==> src/rtl/popcount_tnn_pkg.sv <==
// popcount_tnn_pkg: shared state type and sizing helpers for the serial popcount unit
package popcount_tnn_pkg;
  typedef enum logic [1:0] {IDLE, ACCUM, DONE} state_t;
  function automatic int calc_nb(input int n, input int c);
    return (n + c - 1) / c;
  endfunction
  function automatic int calc_outw(input int n);
    return $clog2(n + 1);
  endfunction
  // ones mark the low input bits discarded in approximate mode
  function automatic logic [255:0] drop_mask(input int drop);
    logic [255:0] m;
    m = '0;
    for (int i = 0; i < drop; i++) m[i] = 1'b1;
    return m;
  endfunction
endpackage

==> src/rtl/popcount_chunk.sv <==
// popcount_chunk: combinational population count of one CHUNK-bit slice
module popcount_chunk #(
  parameter int CHUNK = 8,
  localparam int CW = $clog2(CHUNK + 1)
) (
  input  logic [CHUNK-1:0] bits,
  output logic [CW-1:0]    count
);
  always_comb begin
    count = '0;
    for (int i = 0; i < CHUNK; i++) count = count + CW'(bits[i]);
  end
endmodule

==> src/rtl/popcount_tnn_serial.sv <==
// popcount_tnn_serial: multi-cycle popcount reducing CHUNK bits per beat with threshold activation
module popcount_tnn_serial
  import popcount_tnn_pkg::*;
#(
  parameter int N_IN = 29,
  parameter int CHUNK = 8,
  parameter int APPROX_DROP = 4,
  localparam int OUT_W = calc_outw(N_IN)
) (
  input  logic             clk,
  input  logic             rst,
  input  logic             in_valid,
  output logic             in_ready,
  input  logic [N_IN-1:0]  in_vec,
  input  logic             in_approx,
  input  logic [OUT_W-1:0] in_thresh,
  output logic             out_valid,
  input  logic             out_ready,
  output logic [OUT_W-1:0] out_count,
  output logic             out_act,
  output logic             busy
);
  localparam int NB = calc_nb(N_IN, CHUNK);
  localparam int IW = NB > 1 ? $clog2(NB) : 1;
  localparam int CW = $clog2(CHUNK + 1);
  localparam logic [255:0] DMASK = drop_mask(APPROX_DROP);
  state_t state;
  logic [N_IN-1:0] vec_r;
  logic [OUT_W-1:0] thr_r, acc, sum;
  logic [IW-1:0] idx;
  logic [NB*CHUNK-1:0] padded;
  logic [CHUNK-1:0] slice;
  logic [CW-1:0] cnt;
  // last chunk is zero-padded so the indexed slice never reads past the vector
  always_comb begin
    padded = '0;
    padded[N_IN-1:0] = vec_r;
    slice = padded[idx*CHUNK +: CHUNK];
  end
  popcount_chunk #(.CHUNK(CHUNK)) u_chunk (.bits(slice), .count(cnt));
  assign sum = acc + OUT_W'(cnt);
  assign in_ready = state == IDLE;
  assign out_valid = state == DONE;
  assign busy = state != IDLE;
  always_ff @(posedge clk or posedge rst)
    if (rst) begin
      state <= IDLE;
      vec_r <= '0;
      thr_r <= '0;
      acc <= '0;
      idx <= '0;
      out_count <= '0;
      out_act <= 1'b0;
    end else
      case (state)
        IDLE: if (in_valid) begin
          vec_r <= in_approx ? in_vec & ~DMASK[N_IN-1:0] : in_vec;
          thr_r <= in_thresh;
          acc <= '0;
          idx <= '0;
          state <= ACCUM;
        end
        ACCUM: begin
          acc <= sum;
          idx <= idx + IW'(1);
          if (idx == IW'(NB - 1)) begin
            out_count <= sum;
            out_act <= sum >= thr_r;
            state <= DONE;
          end
        end
        DONE: if (out_ready) state <= IDLE;
        default: state <= IDLE;
      endcase
endmodule

==> config.mk <==
export PLATFORM = sky130hd
export DESIGN_NAME = popcount_tnn_serial
export DESIGN_NICKNAME = d
export VERILOG_FILES = /design/src/rtl/popcount_tnn_pkg.sv /design/src/rtl/popcount_chunk.sv /design/src/rtl/popcount_tnn_serial.sv
export SDC_FILE = /design/constraint.sdc
export NUM_CORES = 1
export LEC_CHECK = 0
export ABC_AREA = 1
export CORE_ASPECT_RATIO = 0.8
export CORE_MARGIN = 2
export CORE_UTILIZATION = 50
export DETAILED_ROUTE_END_ITERATION = 10
export MAX_ROUTING_LAYER = met4
export PLACE_DENSITY = 0.77
export SYNTH_ARGS = -nofsm -noshare
export SYNTH_HDL_FRONTEND = slang
export SYNTH_HIERARCHICAL = 1
export SYNTH_SLANG_ARGS = --single-unit
==> constraint.sdc <==
create_clock -name clk -period 8.3 [get_ports clk]
set_input_delay 1.66 -clock clk [delete_from_list [all_inputs] [get_ports clk]]
set_output_delay 1.66 -clock clk [all_outputs]
set_load 0.01 [all_outputs]
; Word-level counts from Yosys, hierarchy flattened
; Cells that the tools add are included.
[totals]
reg_bits = 49
input_bits = 39
out_inout_bits = 9
word_cells = 40
[op_classes]
addsub = 9
n_lt_le_gt_ge = 1
n_eq_ne = 6
shifts = 1
mux = 9
n_reduce_logical = 7
[op_table]
columns = cell, n
row1 = 32-bit by 6-bit indexed part select with 8-bit output, 1
row2 = 4-bit by 1-bit adder with 4-bit output, 6
row3 = 5-bit one-hot mux with 2 select lines, 1
row4 = 2-bit two-way mux, 4
row5 = 2-bit one-hot mux with 3 select lines, 1
row6 = 2-bit AND reduction, 3
row7 = 5-bit by 4-bit adder with 5-bit output, 1
row8 = 5-bit >= comparator, 1
row9 = 5-bit two-way mux, 1
row10 = "2-bit == test, second input constant", 2
row11 = 4-bit two-way mux, 1
row12 = "2-bit inequality test, second input constant", 2
row13 = 2-bit one-hot mux with 2 select lines, 1
row14 = 2-bit nonzero test, 2
row15 = 3-bit AND reduction, 1
row16 = 1-bit by 1-bit adder with 2-bit output, 1
row17 = "2-bit by 1-bit adder with 2-bit output, second input constant", 1
row18 = "2-bit by 1-bit == test with 1-bit output, second input constant", 1
row19 = 2-bit zero test, 1
row20 = "2-bit by 1-bit inequality test with 1-bit output, second input constant", 1

; Longest topological paths before layout
; Gate-level depths: netlist of the first run.
[depth]
ltp_word = 10
depth_mapped = 28
depth_no_buf = 27

; Modules after synthesis
; The synthesis of the first run kept the hierarchy.
[by_module_without_submodules]
columns = module, n_inst, cells_per_inst, area_each_um2, seq_area_each_um2
row1 = popcount_tnn_serial, 1, 295, 2398.6, 1226.2
row2 = popcount_chunk, 1, 29, 201.4, 0.0

; Least setup slack after synthesis of the first run
; No wires, ideal clock.
[synth_path]
path_type = reg2reg
startpoint = register idx[0]
endpoint = register out_act
setup_ps = 113
arrival_time_ps = 4534
required_ps = 8187
slack_ps = 3653
stages_incl_launch_ff = 27
n_path_buf = 1
period_less_slack_ps = 4647
cell_sequence = dfrtp_1 -> inv_1 -> buf_2 -> nor2_1 -> o22ai_1 -> inv_1 -> fa_1 -> fa_1 -> fa_1 -> inv_1 -> ha_1 -> inv_1 -> fa_1 -> inv_1 -> fa_1 -> nand2_1 -> nand2_1 -> nand2_1 -> nand2_1 -> and2_1 -> ha_1 -> nand2_1 -> nand2_1 -> nor2_1 -> nand3_1 -> nand2_1 -> inv_1
[synth_via]
elab_chain_len = 10
elab_cells_between_ends = 12
classes_between = add/sub (8) / order compare (1) / eq/ne (1) / shift (1) / reduce/logical (1)
[synth_rtl]
columns = item, line_no
row1 = "start, declared", popcount_tnn_serial.sv:30  ; logic [IW-1:0] idx;
row2 = "start signal, assigned", popcount_tnn_serial.sv:65  ; idx <= idx + IW'(1);
row3 = 32-bit by 6-bit indexed part select with 8-bit output, popcount_tnn_serial.sv:38  ; slice = padded[idx*CHUNK +: CHUNK];
row4 = net slice[0], popcount_tnn_serial.sv:32  ; logic [CHUNK-1:0] slice;
row5 = 1-bit by 1-bit adder with 2-bit output, popcount_chunk.sv:11  ; for (int i = 0; i < CHUNK; i++) count = count + CW'(bits[i]);
row6 = 4-bit by 1-bit adder with 4-bit output (6 in a row), popcount_chunk.sv:11
row7 = net cnt[1], popcount_tnn_serial.sv:33  ; logic [CW-1:0] cnt;
row8 = 5-bit by 4-bit adder with 5-bit output, popcount_tnn_serial.sv:41  ; assign sum = acc + OUT_W'(cnt);
row9 = net sum[4], popcount_tnn_serial.sv:29  ; logic [OUT_W-1:0] thr_r, acc, sum;
row10 = 5-bit >= comparator, popcount_tnn_serial.sv:68  ; out_act <= sum >= thr_r;
row11 = "end signal, assigned", popcount_tnn_serial.sv:68
row12 = "end, declared", popcount_tnn_serial.sv:20  ; output logic out_act,
; The timed path passes the listed nets, and every way through them passes these cells.
; A chain may end at the register's enable or synchronous reset.

; Worst setup path in the final report of the first run
; Same ends and word-level chain as after synthesis.

==> results.json, run 1 <==
{
  "drt-initial-drc-count": 111,
  "reg2reg_depth": 25,
  "clock_skew_ns": 0.007406,
  "whs_path_depth": 2,
  "top_level_ports": 48,
  "timing.final.setup_violations": 0,
  "cp_max_fo": 17,
  "rsz0062_at_grt": "false",
  "worst_hold_path.endpoint": "vec_r[15]$_DFFE_PP0P_",
  "max-cap-violations": 0,
  "cts_resized": 0,
  "diodes": 0,
  "grt_pass1_wl_um": 9225,
  "clock_sinks": 49,
  "crit_family": "adder cells",
  "clockRootBuffer": "clkbuf_8",
  "cts_hold_buf": 0,
  "worstMarginPinSlew_ns": 1.017,
  "syn_inst": 324,
  "period_needed_ns": 5.127,
  "postCtsSetupBuffers": 0,
  "hp-class": "register to register",
  "via_per_inst": 4.972,
  "r2r-start": "idx[0]$_DFFE_PP0P_",
  "nNetsFinal": 424,
  "grt_max_degree": 50,
  "clkTransAtPathRegs_ns": 0.09,
  "slew_headroom": 0.3217,
  "syn-num-nets": 381,
  "postRouteAntennaNets": 0,
  "cp_slowest_cell": "fa_1",
  "syn_area_per_cell_um2": 8.025,
  "ys_seq_area_frac": 0.4716,
  "dp_hpwl_um": 3934,
  "multi_input_area_um2": 1119,
  "worstHoldStart": "vec_r[15]$_DFFE_PP0P_",
  "cp-start-kind": "register",
  "grt_usage": 0.2096,
  "synth_cell_type_count": 22,
  "gr-total-overflow": 0,
  "htreeDepth": 2,
  "max_stage_delay_ns": 0.55,
  "min_period_over_period": 0.6177,
  "drive_above_1_share": 0.03804,
  "die_area_um2": 5796,
  "yosys_warnings": 6,
  "cp.arrival_ns": 5.34,
  "finalWeightedCongestion": 0.8798,
  "final_cell_mix": "nand2_1 (118), dfrtp_1 (49), clkdlybuf4s50_1 (47), inv_1 (45), o21ai_0 (31)",
  "regToRegSetupSlack_ns": 3.17,
  "die_h_um": 68.50,
  "path_common_cell": "nand2_1",
  "numCtsBuffers": 5,
  "synth_seq_cells": 49,
  "wl_per_cell_um": 12.45,
  "synth_area_um2": 2600,
  "core-area_um2": 5007,
  "clk_path_buf_depth": 2,
  "portBuffers": 47,
  "wirelength_um": 5353,
  "nFillCells": 455,
  "clk_latency_ns": 0.30,
  "die_x_um": 84.62,
  "grt_pass1_vias": 2062,
  "status": "finished, final reports clean",
  "dr.pass1.iters": 4,
  "hold_viol": 0,
  "clock.fmax_mhz": 195.0,
  "criticalPathCategory": "register to register",
  "start_util": 0.5192,
  "cts_tree": "done",
  "worst_setup_path_end_kind": "register",
  "slew_viol_final": 0,
  "post-route-drc-count": 0,
  "regArea_um2": 1226,
  "cp.required_ns": 8.51,
  "crit_buf_inv": 6,
  "final_common_cell": "nand2_1",
  "syn_to_final_growth_pct": 23.34,
  "antenna_found_initial": 0,
  "tns_ns": 0,
  "placementRows": 23,
  "num_vias": 2138,
  "r2r_end": "out_act$_DFFE_PP0P_"
}
-- sequential cells by signal (all words and copies together) (netlist names) --
register	count
acc	5
idx	2
out_act	1
out_count	5
state	2
thr_r	5
vec_r	29
-- logic make-up after synthesis --
family | synth area share
and+or+nand+nor | 0.2281
buffers and inverters | 0.09817
AOI/OAI and AO/OA | 0.09769
DFF | 0.4716
adders and majority gates | 0.1011
xor gates and xnor gates | 0.003369
-- worst max-delay path by stage --
stage / endpoint / slack (ns) / depth (start not counted) / startpoint
after floorplan: out_act$_DFFE_PP0P_ / 3.65 / 26 / idx[0]$_DFFE_PP0P_
after global placement: out_act$_DFFE_PP0P_ / 3.40 / 25 / idx[0]$_DFFE_PP0P_
after detailed placement: out_act$_DFFE_PP0P_ / 3.21 / 25 / idx[0]$_DFFE_PP0P_
after CTS: out_act$_DFFE_PP0P_ / 3.18 / 25 / idx[0]$_DFFE_PP0P_
after global routing: out_act$_DFFE_PP0P_ / 2.69 / 25 / idx[0]$_DFFE_PP0P_
final: out_act$_DFFE_PP0P_ / 3.17 / 25 / idx[0]$_DFFE_PP0P_
-- tightest hold or removal path, cell delays in order (launching register included) --
cell and delay, ns:
dfrtp_1 0.35, nand2_1 0.05, nand2_1 0.06
-- Yosys cell counts --
cell type  count  area share
nor2_4         1      0.0043
inv_1         46       0.066
and2_1         2      0.0048
o22ai_1        5       0.012
nand3_1       11       0.021
o21ai_0       31       0.060
fa_1           5       0.039
a21oi_1        4      0.0077
o21ai_1        8       0.015
or2_2          2      0.0048
buf_4          3      0.0087
o31ai_1        1      0.0029
buf_2          3      0.0058
buf_6          3       0.013
clkbuf_1       2      0.0029
nand2_1      118        0.17
nand2_2        1      0.0024
inv_2          1      0.0014
dfrtp_1       49        0.47
xor2_1         1      0.0034
ha_1          13       0.063
nor2_1        14       0.020
-- stage by stage --
step / setup slack [ns] / std cells / utilization / hold WS, ns / instance area [um^2]
5_1_grt: 2.693 / 430 / 0.6404 / 0.4990 / 3207
4_1_cts: 3.176 / 430 / 0.6404 / 0.4909 / 3207
3_5_place_dp: 3.212 / 422 / 0.6129 / 0.4653 / 3069
2_1_floorplan: 3.653 / 324 / - / 0.4436 / 2600
6_report: 3.173 / 430 / 0.6404 / 0.4855 / 3207
3_3_place_gp: 3.402 / 422 / 0.6129 / 0.4658 / 3069
-- routing by layer --
layer / GRT usage / up-vias / wire, um
met5: - / - / 0
li1: - / 1084 / -
met3: 0.04405 / 9 / 305
met2: 0.3317 / 65 / 2283
met1: 0.2803 / 980 / 2698
met4: 0.05754 / 0 / 65
-- area by class of cell --
cell class	count	share of cell area
Tap cell	62	0.02419
Clock buffer	5	0.02146
Timing Repair Buffer	47	0.1467
Clock inverter	3	0.02146
Sequential cell	49	0.3824
Inverter	47	0.05501
Multi-Input combinational cell	217	0.3488
Power of run 1 is left out: the tool's default activity adds up to more than one toggle a clock period on the data nets, which glitch-free logic cannot reach.
==> run 2, diff against run 1 <==
--- a/config.mk
+++ b/config.mk
@@ -8,10 +8,10 @@
 export ABC_AREA = 1
 export CORE_ASPECT_RATIO = 0.8
 export CORE_MARGIN = 2
-export CORE_UTILIZATION = 50
+export CORE_UTILIZATION = 47
 export DETAILED_ROUTE_END_ITERATION = 10
 export MAX_ROUTING_LAYER = met4
-export PLACE_DENSITY = 0.77
+export PLACE_DENSITY = 0.76
 export SYNTH_ARGS = -nofsm -noshare
 export SYNTH_HDL_FRONTEND = slang
 export SYNTH_HIERARCHICAL = 1
==> constraint.sdc (replaced) <==
create_clock -name clk -period 4.6 [get_ports clk]
set_input_delay 0.92 -clock clk [delete_from_list [all_inputs] [get_ports clk]]
set_output_delay 0.92 -clock clk [all_outputs]
set_load 0.01 [all_outputs]
==> run 2 against run 1 <==
Effect of this change: the flow now finishes with violations (negative setup slack); die area increased by 6.0%; non-clock buffer count increased by 13; sequential cell count stayed put; first-iteration DRC count is 36% higher; hold slack worse by 0.0039 ns; core utilization fell by 2.6 points; critical path depth stayed put; worst setup slack got worse by 3.2 ns; maximum frequency up 9.7%; count of clock-buffer cells in the layout is the same.
==> results.json, run 2 (synthesized netlist as in run 1, its figures left out) <==
{
  "status": "finished with violations",
  "violations": "negative setup slack",
  "cp.required_ns": 4.80,
  "holdWs_ns": 0.4816,
  "rsz0062_at_grt": "true",
  "drt-initial-drc-count": 151,
  "gr-max-usage-layer": "met2",
  "top_level_ports": 48,
  "period_needed_ns": 4.672,
  "final_cell_mix": "nand2_1 (118), dfrtp_1 (48), clkdlybuf4s50_1 (47), inv_1 (43), o21ai_0 (28)",
  "worst_setup_path_end_kind": "register",
  "min_period_over_period": 1.016,
  "placementRows": 24,
  "cp-start-kind": "register",
  "clockRootBuffer": "clkbuf_8",
  "grt.met2_usage": 0.2952,
  "worstMarginPinSlew_ns": 1.008,
  "whs_path_depth": 2,
  "path_common_cell": "nand2_1",
  "wirelength_um": 5685,
  "slew_viol_final": 0,
  "die_h_um": 70.53,
  "core-area_um2": 5405,
  "grt_pass1_wl_um": 9487,
  "num_vias": 2170,
  "final_common_cell": "nand2_1",
  "clk_latency_ns": 0.30,
  "reg2reg_depth": 25,
  "grt_use_met3": 0.03901,
  "slew_headroom": 0.3267,
  "fin_ws_ns": -0.07170,
  "wl_per_cell_um": 12.75,
  "syn_to_final_growth_pct": 27.77,
  "start_util": 0.4810,
  "cts_tree": "done",
  "grt_pass1_vias": 2115,
  "clkTransAtPathRegs_ns": 0.10,
  "portBuffers": 47,
  "nFillCells": 496,
  "postRouteAntennaNets": 0,
  "antenna_found_initial": 0,
  "numCtsBuffers": 5,
  "htreeDepth": 2,
  "dp_hpwl_um": 4020,
  "nNetsFinal": 437,
  "pre_cts_ws_ns": -0.1633,
  "dr.pass1.iters": 4,
  "via_per_inst": 4.865,
  "clock.fmax_mhz": 214.1,
  "max_stage_delay_ns": 0.54,
  "die_x_um": 87.16,
  "criticalPathCategory": "register to register",
  "clock_sinks": 49,
  "die_area_um2": 6147,
  "top_register": "vec_r",
  "diodes": 0,
  "hold_viol": 0,
  "grt_max_degree": 50,
  "cp_max_fo": 6,
  "hp-class": "register to register",
  "cp_slowest_cell": "fa_1",
  "post-route-drc-count": 0,
  "clk_path_buf_depth": 2,
  "max-cap-violations": 0,
  "drive_above_1_share": 0.09449,
  "cp.arrival_ns": 4.87,
  "grt_usage": 0.2020,
  "largest_reg_flops": 29,
  "clock_skew_ns": 0.01109,
  "gr-total-overflow": 0,
  "finalWeightedCongestion": 0.8266,
  "use_met1": 0.2898,
  "timing.final.setup_violations": 1
}
run 2: changes by cell type in the layout (fill, tap and decap cells not counted), sizes merged:
cell,change
clkinv,+1
buf,+13
bufinv,-1
run 2: area by class of cell:
cell class	instances	area, um^2	share of cell area
sequential	49	1227	0.3695
multi-input combinational	217	1154	0.3473
timing repair buffer	60	568.0	0.1710
inverter	47	178.9	0.05386
tap	65	81.33	0.02448
clock buffer	5	68.82	0.02072
clock inverter	3	43.79	0.01318
run 2: stage by stage:
stage / area (um^2) / instances / util / setup TNS (ns)
3_5_place_dp: 3126 / 432 / 0.5782 / -0.1633
4_1_cts: 3272 / 442 / 0.6053 / -0.06729
5_1_grt: 3322 / 446 / 0.6146 / -0.3026
6_report: 3322 / 446 / 0.6146 / -0.07170
2_1_floorplan: 2604 / 324 / - / 0
3_3_place_gp: 3126 / 432 / 0.5782 / 0
run 2: repair_timing:
action,4_1_cts,5_1_grt
pin swaps,0,5
gates resized for setup,4,8
setup endpoints to repair,1,1
buffers inserted,2,4
hold buffers,0,0
run 2: layer usage:
metal  wire, um  part of all wire
met4         62             0.011
met2       2554              0.45
met1       2824              0.50
met5          0                 0
met3        243             0.043
run 2: worst max-delay path, delay by kind of cell, from the launching register on:
family                   cells  cell delay (ns)
adder cells (fa/ha/maj)      7             2.53
AND/OR/NAND/NOR             10             0.87
flip-flops                   1             0.46
AO/OA/AOI/OAI                2             0.24
buffers and inverters        6             0.45
run 2: final timing paths:
kind / end / slack (ns) / from
max in group asynchronous: idx[0]$_DFFE_PP0P_ / 2.75 / rst
min reg2reg: out_count[4]$_DFFE_PP0P_ / 0.48 / out_count[4]$_DFFE_PP0P_
min in group asynchronous: state[1]$_DFFE_PP0P_ / 1.17 / rst
min: out_count[4]$_DFFE_PP0P_ / 0.48 / out_count[4]$_DFFE_PP0P_
max: out_act$_DFFE_PP0P_ / -0.07 / idx[0]$_DFFE_PP0P_
max reg2reg: out_act$_DFFE_PP0P_ / -0.07 / idx[0]$_DFFE_PP0P_
Power of run 2 is left out for the same reason.
==> run 3, diff against run 2 <==
--- a/config.mk
+++ b/config.mk
@@ -9,8 +9,8 @@
 export CORE_ASPECT_RATIO = 0.8
 export CORE_MARGIN = 2
 export CORE_UTILIZATION = 47
+export CTS_CLUSTER_SIZE = 20
 export DETAILED_ROUTE_END_ITERATION = 10
-export MAX_ROUTING_LAYER = met4
 export PLACE_DENSITY = 0.76
 export SYNTH_ARGS = -nofsm -noshare
 export SYNTH_HDL_FRONTEND = slang
==> run 3 against run 2 <==
Effect of this change: the flow still finishes with violations (negative setup slack); routed wire length is essentially flat; count of clock-buffer cells in the layout is the same; worst setup slack is essentially flat; die area is the same; critical endpoint unchanged.
==> results.json, run 3 (synthesized netlist as in run 1, its figures left out) <==
{
  "diodes": 0,
  "grt_pass1_vias": 2117,
  "multi_input_area_um2": 1154,
  "hold_viol": 0,
  "status": "finished with violations",
  "drt-initial-drc-count": 150,
  "grt_pass1_wl_um": 9487,
  "clock_sinks": 49,
  "wl_met3_um": 249,
  "cp_max_fo": 6,
  "place_area_um2": 3126,
  "rsz0062_at_grt": "true",
  "final_common_cell": "nand2_1",
  "period_needed_ns": 4.672,
  "die_area_um2": 6147,
  "highest-signal-layer": "met4",
  "criticalPathCategory": "register to register",
  "top_register": "vec_r",
  "via_per_inst": 4.861,
  "wl_met2_um": 2552,
  "nNetsFinal": 437,
  "postRouteAntennaNets": 0,
  "num_vias": 2168,
  "timing.final.setup_violations": 1,
  "cts_tree": "done",
  "cp_slowest_cell": "fa_1",
  "clockRootBuffer": "clkbuf_8",
  "slew_headroom": 0.3267,
  "design_area_um2": 3322,
  "grt_max_degree": 50,
  "hp-class": "register to register",
  "clk_latency_ns": 0.30,
  "largest_reg_flops": 29,
  "max_stage_delay_ns": 0.54,
  "final_cell_mix": "nand2_1 (118), dfrtp_1 (48), clkdlybuf4s50_1 (47), inv_1 (43), o21ai_0 (28)",
  "clkTransAtPathRegs_ns": 0.10,
  "worstMarginPinSlew_ns": 1.008,
  "portBuffers": 47,
  "wirelength_um": 5681,
  "gr-total-overflow": 0,
  "dr.pass1.iters": 4,
  "cp-start-kind": "register",
  "grt_usage": 0.1967,
  "slew_viol_final": 0,
  "core-area_um2": 5405,
  "cp.arrival_ns": 4.87,
  "cp.required_ns": 4.80,
  "clk_path_buf_depth": 2,
  "syn_to_final_growth_pct": 27.77,
  "htreeDepth": 2,
  "nFillCells": 496,
  "wl_per_cell_um": 12.74,
  "cts_hold_buf": 0,
  "path_common_cell": "nand2_1",
  "die_h_um": 70.53,
  "antenna_found_initial": 0,
  "min_period_over_period": 1.016,
  "met1_length_um": 2816,
  "numCtsBuffers": 5,
  "die_x_um": 87.16,
  "regArea_um2": 1227,
  "tns_ns": -0.07171,
  "post-route-drc-count": 0,
  "fin_ws_ns": -0.07171,
  "top_level_ports": 48,
  "violations": "negative setup slack",
  "start_util": 0.4810,
  "clock.fmax_mhz": 214.1,
  "dp_hpwl_um": 4020,
  "max-cap-violations": 0,
  "clock_skew_ns": 0.01108,
  "drive_above_1_share": 0.09449,
  "worst_setup_path_end_kind": "register",
  "placementRows": 24,
  "finalWeightedCongestion": 0.8145
}
## run 3: cell counts in the layout (fill, tap and decap cells not counted)
No cell type changed its count.
## run 3: worst max-delay path, delay by kind of cell, from the launching register on
kind                       cells  cell delay [ns]
DFF                            1             0.46
adders and majority gates      7             2.53
AOI/OAI and AO/OA              2             0.24
buffers and inverters          6             0.45
and+or+nand+nor               10             0.87
## run 3: layout make-up
type                       instances  share of cell area
clock buffer                       5             0.02072
multi-input combinational        217              0.3473
timing repair buffer              60              0.1710
clock inverter                     3             0.01318
sequential                        49              0.3695
inverter                          47             0.05386
tap                               65             0.02448
## run 3: metrics by stage
stage | util | setup WS [ns] | cells | hold slack (ns)
floorplan | - | 0.03600 | 324 | 0.4436
CTS | 0.6053 | -0.06729 | 442 | 0.4893
detailed placement | 0.5782 | -0.1633 | 432 | 0.4648
global route | 0.6146 | -0.3026 | 446 | 0.5148
global placement | 0.5782 | 0.04088 | 432 | 0.4637
finish | 0.6146 | -0.07171 | 446 | 0.4816
## run 3: layer usage
layer | global-route usage | up-vias
met3 | 0.04374 | 6
met1 | 0.2890 | 999
met4 | 0.05470 | 0
met2 | 0.2952 | 51
li1 | - | 1112
met5 | 0 | -
## run 3: path summary, 6_finish.rpt
| path | from | endpoint | slack [ns] | depth (start not counted) |
|---|---|---|---|---|
| worst min register to register | out_count[4]$_DFFE_PP0P_ | out_count[4]$_DFFE_PP0P_ | 0.48 | 2 |
| worst max-delay path | idx[0]$_DFFE_PP0P_ | out_act$_DFFE_PP0P_ | -0.07 | 25 |
| min in group asynchronous | rst | state[1]$_DFFE_PP0P_ | 1.18 | 2 |
| worst max register to register | idx[0]$_DFFE_PP0P_ | out_act$_DFFE_PP0P_ | -0.07 | 25 |
| worst min-delay path | out_count[4]$_DFFE_PP0P_ | out_count[4]$_DFFE_PP0P_ | 0.48 | 2 |
| max in group asynchronous | rst | idx[0]$_DFFE_PP0P_ | 2.75 | 2 |
## run 3: timing repair
| item | CTS | global route |
|---|---|---|
| pin swaps | 0 | 5 |
| endpoints found under the setup margin | 1 | 1 |
| buffers inserted | 2 | 4 |
| resized for setup | 4 | 8 |
| hold endpoints to repair | 0 | 0 |
Power of run 3 is left out for the same reason.
